## src/rtl/tdc_meas_sequencer_if.sv

```systemverilog
// Host/core signal bundle for the TDC measurement sequencer.
// The sequencer takes the slave view; the host and TDC core side take the master view.
interface tdc_meas_sequencer_if #(
   parameter int unsigned HW_W  = 7,
   parameter int unsigned CNT_W = 8
);
   logic                    start;
   logic [CNT_W-1:0]        n_samples;
   logic                    src_sel;
   logic                    bypass_sel;
   logic [HW_W-1:0]         tdc_hw;
   logic                    tdc_val;
   logic                    pg_src;
   logic                    pg_bypass;
   logic                    pg_in;
   logic                    val_in;
   logic                    busy;
   logic                    done;
   logic [HW_W+CNT_W-1:0]   hw_sum;
   logic [HW_W-1:0]         hw_min;
   logic [HW_W-1:0]         hw_max;
   logic [CNT_W-1:0]        n_valid;
   logic                    timeout_err;

   modport master (
      output start, n_samples, src_sel, bypass_sel, tdc_hw, tdc_val,
      input  pg_src, pg_bypass, pg_in, val_in, busy, done,
      input  hw_sum, hw_min, hw_max, n_valid, timeout_err
   );

   modport slave (
      input  start, n_samples, src_sel, bypass_sel, tdc_hw, tdc_val,
      output pg_src, pg_bypass, pg_in, val_in, busy, done,
      output hw_sum, hw_min, hw_max, n_valid, timeout_err
   );
endinterface

```

## src/rtl/tdc_meas_sequencer.sv

```systemverilog
// Runs N launch/valid transactions on the mux-delay TDC core and folds the
// returned Hamming weights into sum/min/max/valid-count for the host.
module tdc_meas_sequencer #(
   parameter int unsigned HW_W       = 7,
   parameter int unsigned CNT_W      = 8,
   parameter int unsigned SETTLE_CYC = 4,
   parameter int unsigned TIMEOUT    = 16
) (
   input logic                 clk,
   input logic                 rst_n,
   tdc_meas_sequencer_if.slave bus
);
   localparam int unsigned SumW = HW_W + CNT_W;
   localparam int unsigned SetW = (SETTLE_CYC > 1) ? $clog2(SETTLE_CYC) : 1;
   localparam int unsigned TmoW = (TIMEOUT > 1) ? $clog2(TIMEOUT) : 1;
   localparam logic [SetW-1:0] SettleLast = SetW'(SETTLE_CYC - 1);
   localparam logic [TmoW-1:0] TmoLast    = TmoW'(TIMEOUT - 1);

   typedef enum logic [2:0] {
      StIdle,
      StSettle,
      StLaunch,
      StWait,
      StFin
   } state_e;

   state_e            state_q;
   logic [CNT_W-1:0]  n_lat_q;
   logic [CNT_W-1:0]  issued_q;
   logic [SetW-1:0]   settle_cnt_q;
   logic [TmoW-1:0]   tmo_cnt_q;
   logic              pg_src_q;
   logic              pg_bypass_q;
   logic              pg_in_q;
   logic              val_in_q;
   logic              busy_q;
   logic              done_q;
   logic [SumW-1:0]   hw_sum_q;
   logic [HW_W-1:0]   hw_min_q;
   logic [HW_W-1:0]   hw_max_q;
   logic [CNT_W-1:0]  n_valid_q;
   logic              timeout_err_q;

   logic [CNT_W-1:0]  issued_inc;
   logic              sample_end;
   logic              last_sample;
   logic [SumW-1:0]   hw_ext;

   always_comb begin
      issued_inc  = issued_q + CNT_W'(1);
      last_sample = (issued_inc == n_lat_q);
      // A sample ends on accept or when its wait window expires.
      sample_end  = bus.tdc_val || (tmo_cnt_q == TmoLast);
      hw_ext      = SumW'(bus.tdc_hw);
   end

   always_ff @(posedge clk or negedge rst_n) begin
      if (!rst_n) begin
         state_q       <= StIdle;
         n_lat_q       <= '0;
         issued_q      <= '0;
         settle_cnt_q  <= '0;
         tmo_cnt_q     <= '0;
         pg_src_q      <= 1'b0;
         pg_bypass_q   <= 1'b0;
         pg_in_q       <= 1'b0;
         val_in_q      <= 1'b0;
         busy_q        <= 1'b0;
         done_q        <= 1'b0;
         hw_sum_q      <= '0;
         hw_min_q      <= '1;
         hw_max_q      <= '0;
         n_valid_q     <= '0;
         timeout_err_q <= 1'b0;
      end else begin
         val_in_q <= 1'b0;
         done_q   <= 1'b0;
         unique case (state_q)
            StIdle: begin
               if (bus.start) begin
                  n_lat_q       <= bus.n_samples;
                  pg_src_q      <= bus.src_sel;
                  pg_bypass_q   <= bus.bypass_sel;
                  issued_q      <= '0;
                  settle_cnt_q  <= '0;
                  hw_sum_q      <= '0;
                  hw_min_q      <= '1;
                  hw_max_q      <= '0;
                  n_valid_q     <= '0;
                  timeout_err_q <= 1'b0;
                  busy_q        <= 1'b1;
                  state_q       <= (bus.n_samples == '0) ? StFin : StSettle;
               end
            end
            StSettle: begin
               if (settle_cnt_q == SettleLast) begin
                  state_q <= StLaunch;
               end else begin
                  settle_cnt_q <= settle_cnt_q + SetW'(1);
               end
            end
            StLaunch: begin
               // Edge polarity alternates per sample and carries across runs.
               pg_in_q   <= ~pg_in_q;
               val_in_q  <= 1'b1;
               tmo_cnt_q <= '0;
               state_q   <= StWait;
            end
            StWait: begin
               if (bus.tdc_val) begin
                  hw_sum_q  <= hw_sum_q + hw_ext;
                  n_valid_q <= n_valid_q + CNT_W'(1);
                  if (bus.tdc_hw < hw_min_q) hw_min_q <= bus.tdc_hw;
                  if (bus.tdc_hw > hw_max_q) hw_max_q <= bus.tdc_hw;
               end else if (tmo_cnt_q == TmoLast) begin
                  timeout_err_q <= 1'b1;
               end else begin
                  tmo_cnt_q <= tmo_cnt_q + TmoW'(1);
               end
               if (sample_end) begin
                  issued_q <= issued_inc;
                  state_q  <= last_sample ? StFin : StLaunch;
               end
            end
            StFin: begin
               done_q  <= 1'b1;
               busy_q  <= 1'b0;
               state_q <= StIdle;
            end
            default: state_q <= StIdle;
         endcase
      end
   end

   assign bus.pg_src      = pg_src_q;
   assign bus.pg_bypass   = pg_bypass_q;
   assign bus.pg_in       = pg_in_q;
   assign bus.val_in      = val_in_q;
   assign bus.busy        = busy_q;
   assign bus.done        = done_q;
   assign bus.hw_sum      = hw_sum_q;
   assign bus.hw_min      = hw_min_q;
   assign bus.hw_max      = hw_max_q;
   assign bus.n_valid     = n_valid_q;
   assign bus.timeout_err = timeout_err_q;
endmodule

```

## src/flat_wrapper.sv

```systemverilog
// flat-port wrapper written by rule: the top's interface ports become plain ports
module tdc_meas_sequencer_flat 
#(
   parameter int unsigned HW_W       = 7,
   parameter int unsigned CNT_W      = 8,
   parameter int unsigned SETTLE_CYC = 4,
   parameter int unsigned TIMEOUT    = 16
)
  (clk, rst_n, bus_start, bus_n_samples, bus_src_sel, bus_bypass_sel, bus_tdc_hw, bus_tdc_val, bus_pg_src, bus_pg_bypass, bus_pg_in, bus_val_in, bus_busy, bus_done, bus_hw_sum, bus_hw_min, bus_hw_max, bus_n_valid, bus_timeout_err);
  tdc_meas_sequencer_if #(.HW_W(HW_W), .CNT_W(CNT_W)) bus_i ();
  input logic clk;
  input logic rst_n;
  input wire logic [$bits(bus_i.start)-1:0] bus_start;
  input wire logic [$bits(bus_i.n_samples)-1:0] bus_n_samples;
  input wire logic [$bits(bus_i.src_sel)-1:0] bus_src_sel;
  input wire logic [$bits(bus_i.bypass_sel)-1:0] bus_bypass_sel;
  input wire logic [$bits(bus_i.tdc_hw)-1:0] bus_tdc_hw;
  input wire logic [$bits(bus_i.tdc_val)-1:0] bus_tdc_val;
  output wire logic [$bits(bus_i.pg_src)-1:0] bus_pg_src;
  output wire logic [$bits(bus_i.pg_bypass)-1:0] bus_pg_bypass;
  output wire logic [$bits(bus_i.pg_in)-1:0] bus_pg_in;
  output wire logic [$bits(bus_i.val_in)-1:0] bus_val_in;
  output wire logic [$bits(bus_i.busy)-1:0] bus_busy;
  output wire logic [$bits(bus_i.done)-1:0] bus_done;
  output wire logic [$bits(bus_i.hw_sum)-1:0] bus_hw_sum;
  output wire logic [$bits(bus_i.hw_min)-1:0] bus_hw_min;
  output wire logic [$bits(bus_i.hw_max)-1:0] bus_hw_max;
  output wire logic [$bits(bus_i.n_valid)-1:0] bus_n_valid;
  output wire logic [$bits(bus_i.timeout_err)-1:0] bus_timeout_err;
  assign bus_i.start = bus_start;
  assign bus_i.n_samples = bus_n_samples;
  assign bus_i.src_sel = bus_src_sel;
  assign bus_i.bypass_sel = bus_bypass_sel;
  assign bus_i.tdc_hw = bus_tdc_hw;
  assign bus_i.tdc_val = bus_tdc_val;
  assign bus_pg_src = bus_i.pg_src;
  assign bus_pg_bypass = bus_i.pg_bypass;
  assign bus_pg_in = bus_i.pg_in;
  assign bus_val_in = bus_i.val_in;
  assign bus_busy = bus_i.busy;
  assign bus_done = bus_i.done;
  assign bus_hw_sum = bus_i.hw_sum;
  assign bus_hw_min = bus_i.hw_min;
  assign bus_hw_max = bus_i.hw_max;
  assign bus_n_valid = bus_i.n_valid;
  assign bus_timeout_err = bus_i.timeout_err;
  tdc_meas_sequencer #(.HW_W(HW_W), .CNT_W(CNT_W), .SETTLE_CYC(SETTLE_CYC), .TIMEOUT(TIMEOUT)) u_core (.clk(clk), .rst_n(rst_n), .bus(bus_i));
endmodule
```

## config.mk

```make
export PLATFORM = sky130hd
export DESIGN_NAME = tdc_meas_sequencer_flat
export DESIGN_NICKNAME = d
export VERILOG_FILES = /design/src/rtl/tdc_meas_sequencer_if.sv /design/src/rtl/tdc_meas_sequencer.sv /design/src/flat_wrapper.sv
export SDC_FILE = /design/constraint.sdc
export NUM_CORES = 1
export LEC_CHECK = 0
export ABC_AREA = 1
export BUFFER_PORTS_ARGS = -buffer_cell sky130_fd_sc_hd__buf_2
export CAP_MARGIN = 20
export CORE_MARGIN = 2
export CORE_UTILIZATION = 60
export DETAILED_ROUTE_END_ITERATION = 10
export GPL_TIMING_DRIVEN = 0
export PLACE_DENSITY = 0.84
export SYNTH_ARGS = -nofsm -noshare
export SYNTH_HDL_FRONTEND = slang
export SYNTH_SLANG_ARGS = --single-unit
```

## constraint.sdc

```tcl
create_clock -name clk -period 4.8 [get_ports clk]
set_input_delay 0.48 -clock clk [delete_from_list [all_inputs] [get_ports clk]]
set_output_delay 0.48 -clock clk [all_outputs]
set_load 0.01 [all_outputs]
```

==> Yosys cells after proc, flatten, opt, wreduce, memory -nomap -nowiden <==
Index checks and enable logic that the tools add are counted.
{ "word_totals": {"ff_bits": 69, "inputBits": 21, "out_inout_bits": 44, "elab_cells": 94} }
{ "op_classes": {"add_sub_neg": 5, "magnitude_cmp": 2, "n_eq_ne": 17, "muxes": 36, "bitwise_logic": 1, "reduce_logical": 17} }
{ "op_table": {"columns": ["cell", "count"], "rows": [
  ["7-bit 2-to-1 mux", 6],
  ["8-bit one-hot mux with 2 select lines", 2],
  ["15-bit 2-to-1 mux", 2],
  ["15-bit one-hot mux with 2 select lines", 1],
  ["7-bit one-hot mux with 2 select lines", 2],
  ["8-bit 2-to-1 mux", 3],
  ["8-bit by 1-bit adder with 8-bit output, second input constant", 2],
  ["15-bit by 7-bit adder with 15-bit output", 1],
  ["3-bit 2-to-1 mux", 5],
  ["3-bit AND reduction", 5],
  ["3-bit one-hot mux with 4 select lines", 1],
  ["4-bit AND reduction", 3],
  ["2-bit by 1-bit inequality test with 1-bit output, second input constant", 5],
  ["2-bit inequality test, second input constant", 5],
  ["8-bit == test", 1],
  ["8-bit logical NOT", 1],
  ["4-bit 2-to-1 mux", 2],
  ["4-bit one-hot mux with 2 select lines", 1],
  ["2-bit nonzero test", 4],
  ["7-bit > comparator", 1],
  ["7-bit < comparator", 1],
  ["3-bit by 2-bit == test with 1-bit output, second input constant", 2],
  ["1-bit 2-to-1 mux", 6],
  ["4-bit by 1-bit adder with 4-bit output, second input constant", 1],
  ["12 further kinds", 15]
]} }

==> Depth between registers and ports, before layout <==
Gate-level depths: netlist of the first run.
{ "depth": {"word_depth": 5, "depth_mapped": 12, "depth_no_buf": 12} }

==> Least setup slack after synthesis of the first run <==
Ideal clock, no wire load.
{ "synth_timing": {"path_type": "register -> register", "startpoint": "register u_core.hw_min_q[4] (netlist: u_core.bus.hw_min[4])", "endpoint": "register u_core.hw_min_q[0] (netlist: u_core.bus.hw_min[0])", "setup_time_ns": 0.079, "t_arrival_ns": 1.720, "t_required_ns": 4.721, "setup_slack_ns": 3.001, "stages_incl_launch_ff": 10, "path_buffers": 1, "synth_period_minus_slack_ns": 1.799, "cell_sequence": "dfstp_2 -> inv_1 -> ha_1 -> a21oi_1 -> nand3b_1 -> nand2_1 -> o21ai_0 -> nand3_2 -> buf_2 -> o21ai_0"} }
{ "synth_via": {"elab_chain_len": 3} }
{ "synth_lines": {"columns": ["element", "line", "text"], "rows": [
  ["from (decl)", "tdc_meas_sequencer.sv:39", "logic [HW_W-1:0] hw_min_q;"],
  ["from (signal assigned)", "tdc_meas_sequencer.sv:113", "if (bus.tdc_hw < hw_min_q) hw_min_q <= bus.tdc_hw;"],
  ["7-bit < comparator", "tdc_meas_sequencer.sv:113", null],
  ["2-bit by 1-bit inequality test with 1-bit output (no source line)", null, null],
  ["4-bit AND reduction (no source line)", null, null]
]} }
No other way between the ends.
A chain may end at the register's enable or synchronous reset.

==> Worst setup path after layout of the first run <==
{ "layout_timing": {"startpoint": "register u_core.hw_min_q[4] (netlist: u_core.bus.hw_min[4])", "endpoint": "register u_core.hw_min_q[4] (netlist: u_core.bus.hw_min[4])"} }
The elaborated chain is that of the path after synthesis.

==> results of run 1 <==
power groups by stage:
stage | Combinational (uW) | Sequential (uW) | Clock (uW)
5_1_grt | 1250 | 996 | 582
3_5_place_dp | 1100 | 974 | 0
3_3_place_gp | 1060 | 966 | 0
2_1_floorplan | 723 | 1010 | 0
4_1_cts | 1110 | 965 | 553
6_report | 1110 | 967 | 546
layer usage:
| metal | up-vias | global-route usage, % | share of wire, % |
|---|---|---|---|
| li1 | 1738 | - | - |
| met1 | 1639 | 31.7 | 43 |
| met2 | 68 | 45.0 | 51 |
| met3 | 10 | 7.18 | 4.8 |
| met4 | 0 | 7.36 | 1.2 |
| met5 | - | 0 | 0 |
cell usage after synthesis (all sizes together) (2+ instances only):
cell	instances	share of area (%)
nor2	39	4.1
o21ai	40	5.1
dfstp	7	4.7
o21bai	2	0.38
buf	6	1.2
clkbuf	2	0.19
xnor2	5	1.1
nand2	110	11
nand3	40	6.0
a21oi	23	2.9
dfrtp	62	40
a22o	4	0.90
nor3	8	1.0
o21a	4	0.77
nand3b	3	0.58
o211ai	2	0.38
inv	70	6.7
o22ai	5	0.80
o31ai	3	0.58
ha	24	7.7
nand4	10	1.8
xor2	2	0.45
a31oi	2	0.32
worst paths after layout:
kind                                            from  slack [ns]                   end  depth (start not counted)
max in group asynchronous                      rst_n        3.99     u_core.n_lat_q[4]                          1
worst max register to register  u_core.bus.hw_min[4]        2.78  u_core.bus.hw_min[4]                          9
worst min-delay path                           rst_n        0.24  u_core.bus.hw_max[1]                          1
worst max-delay path            u_core.bus.hw_min[4]        2.78  u_core.bus.hw_min[4]                          9
min in group clk                         bus_src_sel        0.33     u_core.bus.pg_src                          3
worst min register to register      u_core.bus.pg_in        0.47      u_core.bus.pg_in                          1
registers in the layout, summed over array words and instances (netlist names):
register and flops:
u_core.bus.pg_bypass 1, u_core.settle_cnt_q 2, u_core.bus.pg_in 1, u_core.state_q 3, u_core.bus.timeout_err 1, u_core.bus.val_in 1, u_core.bus.done 1, u_core.n_lat_q 8
u_core.bus.hw_max 7, u_core.tmo_cnt_q 4, u_core.issued_q 8, u_core.bus.hw_min 7, u_core.bus.busy 1, u_core.bus.hw_sum 15, u_core.bus.n_valid 8, u_core.bus.pg_src 1
kinds of logic (layout without fill, tap and decap cells):
| family | count (synthesis) | after routing | synth area share [%] |
|---|---|---|---|
| AO/OA/AOI/OAI | 87 | 87 | 12.6 |
| flip-flops | 69 | 69 | 44.3 |
| adder cells (fa/ha/maj) | 25 | 25 | 8.18 |
| AND/OR/NAND/NOR | 213 | 213 | 25.1 |
| XOR/XNOR | 7 | 7 | 1.57 |
| buffers and inverters | 79 | 159 | 8.15 |
cell usage in the layout (no fill, tap or decap), types with 3 or more instances in the layout:
cell and n:
sky130_fd_sc_hd__a21oi_1 23, sky130_fd_sc_hd__a22o_1 4, sky130_fd_sc_hd__buf_2 68, sky130_fd_sc_hd__clkbuf_8 11
sky130_fd_sc_hd__dfrtp_1 62, sky130_fd_sc_hd__dfstp_2 7, sky130_fd_sc_hd__ha_1 24, sky130_fd_sc_hd__inv_1 69
sky130_fd_sc_hd__nand2_1 105, sky130_fd_sc_hd__nand2_2 3, sky130_fd_sc_hd__nand3_1 36, sky130_fd_sc_hd__nand3b_1 3
sky130_fd_sc_hd__nand4_1 9, sky130_fd_sc_hd__nor2_1 35, sky130_fd_sc_hd__nor2_2 3, sky130_fd_sc_hd__nor3_1 8
sky130_fd_sc_hd__o21a_1 4, sky130_fd_sc_hd__o21ai_0 38, sky130_fd_sc_hd__o22ai_1 5, sky130_fd_sc_hd__o31ai_1 3
sky130_fd_sc_hd__xnor2_1 5
per-stage QoR:
step                worst slack (ns)  total power, uW  util, %  hold WS, ns
finish                          2.78             2620     72.3        0.244
global route                    2.61             2830     72.3        0.318
CTS                             2.77             2630     72.3        0.279
detailed placement              2.75             2070     68.6        0.464
global placement                2.79             2020     68.6        0.450
floorplan                       3.00             1730        -        0.184
final cells by class:
cell class / instances / area [um^2]
buffer: 8 / 52.6
clock buffer: 11 / 151
clock inverter: 5 / 82.6
fill: 476 / 1750
inverter: 71 / 267
multi-input combinational: 332 / 1860
sequential: 69 / 1740
tap: 77 / 96.3
timing repair buffer: 64 / 323
critical path, cell delays in order, from the launching register on:
cell and delay (ns):
sky130_fd_sc_hd__dfstp_2 0.55, sky130_fd_sc_hd__inv_1 0.05, sky130_fd_sc_hd__ha_1 0.30, sky130_fd_sc_hd__a21oi_1 0.13, sky130_fd_sc_hd__nand3b_1 0.12, sky130_fd_sc_hd__nand2_1 0.05, sky130_fd_sc_hd__o21ai_0 0.18, sky130_fd_sc_hd__nand3_2 0.16
sky130_fd_sc_hd__buf_2 0.21, sky130_fd_sc_hd__o21ai_0 0.19
==> run summary, run 1 <==
The async set-or-reset flop fraction in the synthesized netlist came out at 100%. Global routing used 25.9% of the available tracks. The placed instances occupy a cell area of 4330 um^2. Clock-pin slew was measured on the worst setup and hold paths at 0.08 ns. In this run, post-CTS repair resized a total of 0 instances.

The root buffer cell chosen for the clock tree is sky130_fd_sc_hd__clkbuf_8. Post-synthesis average cell area: 8.15 um^2. Setup violations remaining at the end of the flow were counted as 0. Max-cap violations in this run came to 0. Combinational logic burns 42.3% of the power. Number of hold buffers added after cts: 0.

The fmax was 496 MHz; the finished layout cell area was 4570 um^2. The tightest slew margin relative to the limit was 42.6%. The worst setup path is launched from a register. The die height was 84.8 um; the highest net fanout along the worst path was 10. The data arrival time of the critical path came out at 2.27 ns. The logs give 0 for the number of post-CTS setup repair buffers and 0.00555 ns for the final clock skew. Summing over every cut layer, the via total after detailed routing is 3455.

Counting tap cells, the placed design contains a total of 621 instances. The clock network accounts for 20.8% of the total power. For the pin with the worst max-slew slack, the measured transition is 0.861 ns. The critical path class was register to register.

After detailed routing, the number of remaining DRC violations is 0. Of the total power, the share spent switching nets is 40.7%. The initial utilization of the core area, before any placement, comes to 62.0%. Number of warnings issued by yosys: 0. The number of I/O port buffers is 64. For the portion of total power attributed to sequential cells, the log shows 36.9%. The core region is 6310 um^2. The final cycle utilization of the critical path was 42.0%.

The congestion estimate from routability-driven global placement came to 0.897. Area of the die: 7190 um^2. The violation count after the first detailed-routing iteration was 232. Summed over all layers, the global routing overflow is 0.

Cell internal power was estimated by the tool at 1550 uW. The register area share after synthesis was 44.3%; the number of enable-type register cells in the synthesized netlist was 0. The logs give 8670 um for the total length of routed wires and 70 for the pin count of the biggest net entering global routing. Detailed placement finished with a half-perimeter wire length of 6400 um. The logs give 3401 for the number of global-route vias before repair and 0 for the final hold violation count. For the worst setup path, the data required time is 5.05 ns. In this run the static leakage power is 0.00241 uW. The first global-routing pass estimated 14900 um of wire.

Synthesis produced 480 cells. The clock passes through at most 2 buffers. Relative to the synthesized area, the layout overhead comes to 16.7%. The summed negative setup slack over all endpoints is 0 ns. The number of vias per cell was 5.42; the number of distinct standard cells referenced by the synthesized netlist was 40.

The tools report the sort of element at the end of the critical path as a register. The count of cells in the finished layout, fillers not included, comes to 637. For this run, the leading register cell type out of synthesis is sky130_fd_sc_hd__dfrtp_1.

The count of nets left with antenna violations once routing finished came out at 0. The clock sink total was 69. Synthesis produced a netlist with a net count of 526. The number of antenna diodes in the final layout is 0.

The average wire length per cell after detail routing is 13.6 um, and the net switching component of the power is 1070 uW. The I/O pin total came out at 65. Summing every instance area after synthesis gives 3910 um^2. The die is 84.8 um wide. The worst-case vdd ir drop was 0.000377 V.

The insertion delay to the later sink of the worst-skew pair was 0.34 ns; the number of placement rows was 29. The number of clock buffers added by TritonCTS is 9. The initial antenna violation count was 0; the number of nets at the end of the flow was 601. Synthesis inferred 69 register bits. Setup repair after global routing left no endpoint under its margin. The layout cell share with drive strength beyond 1 is 19.5%. The length of the first detailed-routing pass in iterations is 4. After layout, the minimum clock period comes to 2.02 ns. The max-slew violation total from the final report was 0. TritonCTS built the clock tree.

The flow ran to the end, and the final reports show no timing, DRC or antenna violations. The H-tree was split into 3 levels. The worst min-delay path class was primary input to asynchronous set/reset pin.

The power density over the cells is 574 nW/um^2.
No activity file was read; power rests on OpenSTA's default activity.
==> inputs of run 2 (changes only) <==
- CORE_UTILIZATION: 60 -> 51
- PLACE_DENSITY: 0.84 -> 0.76
- clock period: 4.8 -> 1.7 ns (I/O delays scaled with it)
==> run 2 against run 1 <==
Effect of this change:
- the run now ends with negative setup slack left
- utilization is 2.8 points lower
- sequential share of layout area decreased by 3.9 points
- global-route usage decreased by 2.5 points
- sequential power rose to 2.9 times the previous value
- critical path type unchanged
- largest cell class unchanged
==> run summary, run 2 (synthesized netlist as in run 1, its figures left out) <==
The number of standard cells in the final layout excluding fillers was 678; the area of the die was 8390 um^2. The width of the die works out to 91.6 um. In this run the power density over the cells is 1650 nW/um^2.

STA classifies the critical path startpoint as a register. The worst setup path is of the register to register kind. TritonCTS created 9 clock buffers. The worst pin sits at a relative slew slack of 40.2%. The length of the first detailed-routing pass in iterations is 4. The number of I/O port buffers works out to 64.

The register with the most flip-flops in the layout has 15 of them. The run gives 563 MHz as the fmax. Final hold analysis gives a worst-case slack of 0.0135 ns. The delay of the slowest critical-path stage works out to 0.41 ns.

The flow ran to the end, but the final reports show violations. For the pin with the worst max-slew slack, the measured transition is 0.897 ns. For the worst flop-to-flop path, the logic depth is 10. At the end of the flow the core is filled with cells to 69.6%. Setup repair after global routing could not meet its margin everywhere.

Clock-pin slew was measured on the worst setup and hold paths at 0.08 ns. The analysis attributes to cell leakage a power of 0.00253 uW. Broken down by cell family, the worst path's largest delay share belongs to flip-flops. The run gives -0.486 ns as the summed negative setup slack over all endpoints.

The final RePlAce weighted congestion came out at 0.907. The number of vias per cell was 5.37; the number of nets at the end of the flow was 620. At the worst endpoint, the required time is 1.92 ns.

On the final layout, the worst clock skew is 0.0127 ns. The final worst-path setup slack was -0.0768 ns; the final setup violation count was 14. The buffers plus inverters on the worst setup path came out at 3. The checks that failed: negative setup slack.

The final hold violation count was 0; the synthesis-to-layout area growth was 30.3%. Clock period minus final worst setup slack: 1.78 ns. The library cell used most frequently in the layout, excluding fill and tap cells, is sky130_fd_sc_hd__nand2_1. The critical path goes through inv_2 -> ha_4 -> nand4_1 -> inv_1 -> nand2_1 -> o211ai_1 -> nand3_2 -> buf_6 -> nand3_1 -> o21ai_0.

Entering global routing, the biggest net connects 70 pins. The count of maximum capacitance violations is 0. The placeable core area is 7330 um^2. The worst setup path is captured at a register. The insertion delay to the later sink of the worst-skew pair is 0.35 ns, and the number of placed cells counting well taps is 643. Routed via count: 3643.

The repair_antennas step left the layout with diodes totalling 0. The worst-case vdd ir drop was 0.00103 V. For this block, the routed nets add up to 10000 um of wire. For this configuration, the core starts out at a cell density of 53.4%.

The I/O pin total is 65, and the worst hold path stage count is 3. In this run the number of cells on the critical path is 10. The worst hold path belongs to the class primary input to register. In the layout the commonest cells are sky130_fd_sc_hd__nand2_1 (90), sky130_fd_sc_hd__inv_1 (66), sky130_fd_sc_hd__buf_2 (65). The clock passes through at most 2 buffers. The tree is rooted in a sky130_fd_sc_hd__clkbuf_8.

At the worst endpoint, the arrival time is 2.00 ns. The die height is 91.6 um. The tree built by TritonCTS fans out to 69 sinks. The count of nets left with antenna violations once routing finished came out at 0.

Layout cell share with drive strength beyond 1: 33.2%. On the critical path, the stage with the largest delay is an instance of sky130_fd_sc_hd__dfrtp_1. The max-slew violation total from the final report was 0. In this run, the number of DRC markers left after iteration 0 of detailed routing was 201. TritonCTS built the clock tree. The H-tree was split into 3 levels. Dividing the detail-routed wire length by the instance count gives 14.8 um. The first global-routing pass estimated 15800 um of wire. In the routed design, unresolved DRC markers number 0.

The highest net fanout along the worst path is 5, and the total chip power is 8430 uW. Of the available clock period, the critical path in the final layout requires 105%. The wire-length estimate of the detail-placed layout is 6560 um. The tools report the total grt overflow as 0. The logs give 3472 for the number of global-route vias before repair and 23.4% for the global-route total usage across every layer. The initial antenna violation count was 0. The floorplan has 31 rows.
## run 2: final timing paths
kind,end,startpoint,slack (ns)
worst max-delay path,u_core.bus.hw_max[3],u_core.bus.hw_max[5],-0.08
worst min-delay path,u_core.bus.pg_bypass,bus_bypass_sel,0.01
worst max register to register,u_core.bus.hw_max[3],u_core.bus.hw_max[5],-0.08
worst min register to register,u_core.bus.pg_in,u_core.bus.pg_in,0.46
max in group asynchronous,u_core.bus.hw_sum[1],rst_n,0.55
min in group asynchronous,u_core.bus.hw_max[0],rst_n,0.48
## run 2: cell type report
| cell class | instances | area (um^2) |
|---|---|---|
| Buffer | 8 | 70.1 |
| Clock buffer | 10 | 138 |
| Clock inverter | 6 | 86.3 |
| Fill cell | 549 | 2230 |
| Inverter | 71 | 269 |
| Multi-Input combinational cell | 332 | 2200 |
| Sequential cell | 69 | 1740 |
| Tap cell | 99 | 124 |
| Timing Repair Buffer | 83 | 477 |
## run 2: routing by layer
layer  GRT usage (%)  wire, um
met4            11.1       259
met3            3.65       368
met1            29.0      4320
met5               0         0
met2            39.9      5090
## run 2: report_power, final
group	switching, uW	internal (uW)	leakage (uW)
sequential	525	2260	0.000883
clock	649	863	0.000112
combinational	2350	1770	0.00153
total	3530	4900	0.00253
## run 2: worst register-to-register path: stages (launching register included)
cell,delay (ns)
sky130_fd_sc_hd__dfrtp_1,0.41
sky130_fd_sc_hd__inv_2,0.06
sky130_fd_sc_hd__ha_4,0.27
sky130_fd_sc_hd__nand4_1,0.11
sky130_fd_sc_hd__inv_1,0.10
sky130_fd_sc_hd__nand2_1,0.07
sky130_fd_sc_hd__o211ai_1,0.15
sky130_fd_sc_hd__nand3_2,0.16
sky130_fd_sc_hd__buf_6,0.17
sky130_fd_sc_hd__nand3_1,0.06
sky130_fd_sc_hd__o21ai_0,0.10
## run 2: timing repair
action,CTS,global route
endpoints found under the hold margin,62,0
buffers inserted,7,9
pin swaps,8,19
gates resized for setup,21,62
endpoints found under the setup margin,22,30
hold buffers,1,0
gates cloned,1,1
## run 2: per-stage QoR
step	worst slack, ns	area [um^2]
2_1_floorplan	-0.00756	3930
3_3_place_gp	-0.0813	4370
3_5_place_dp	-0.161	4370
4_1_cts	-0.00664	4760
5_1_grt	-0.155	5100
6_report	-0.0768	5100
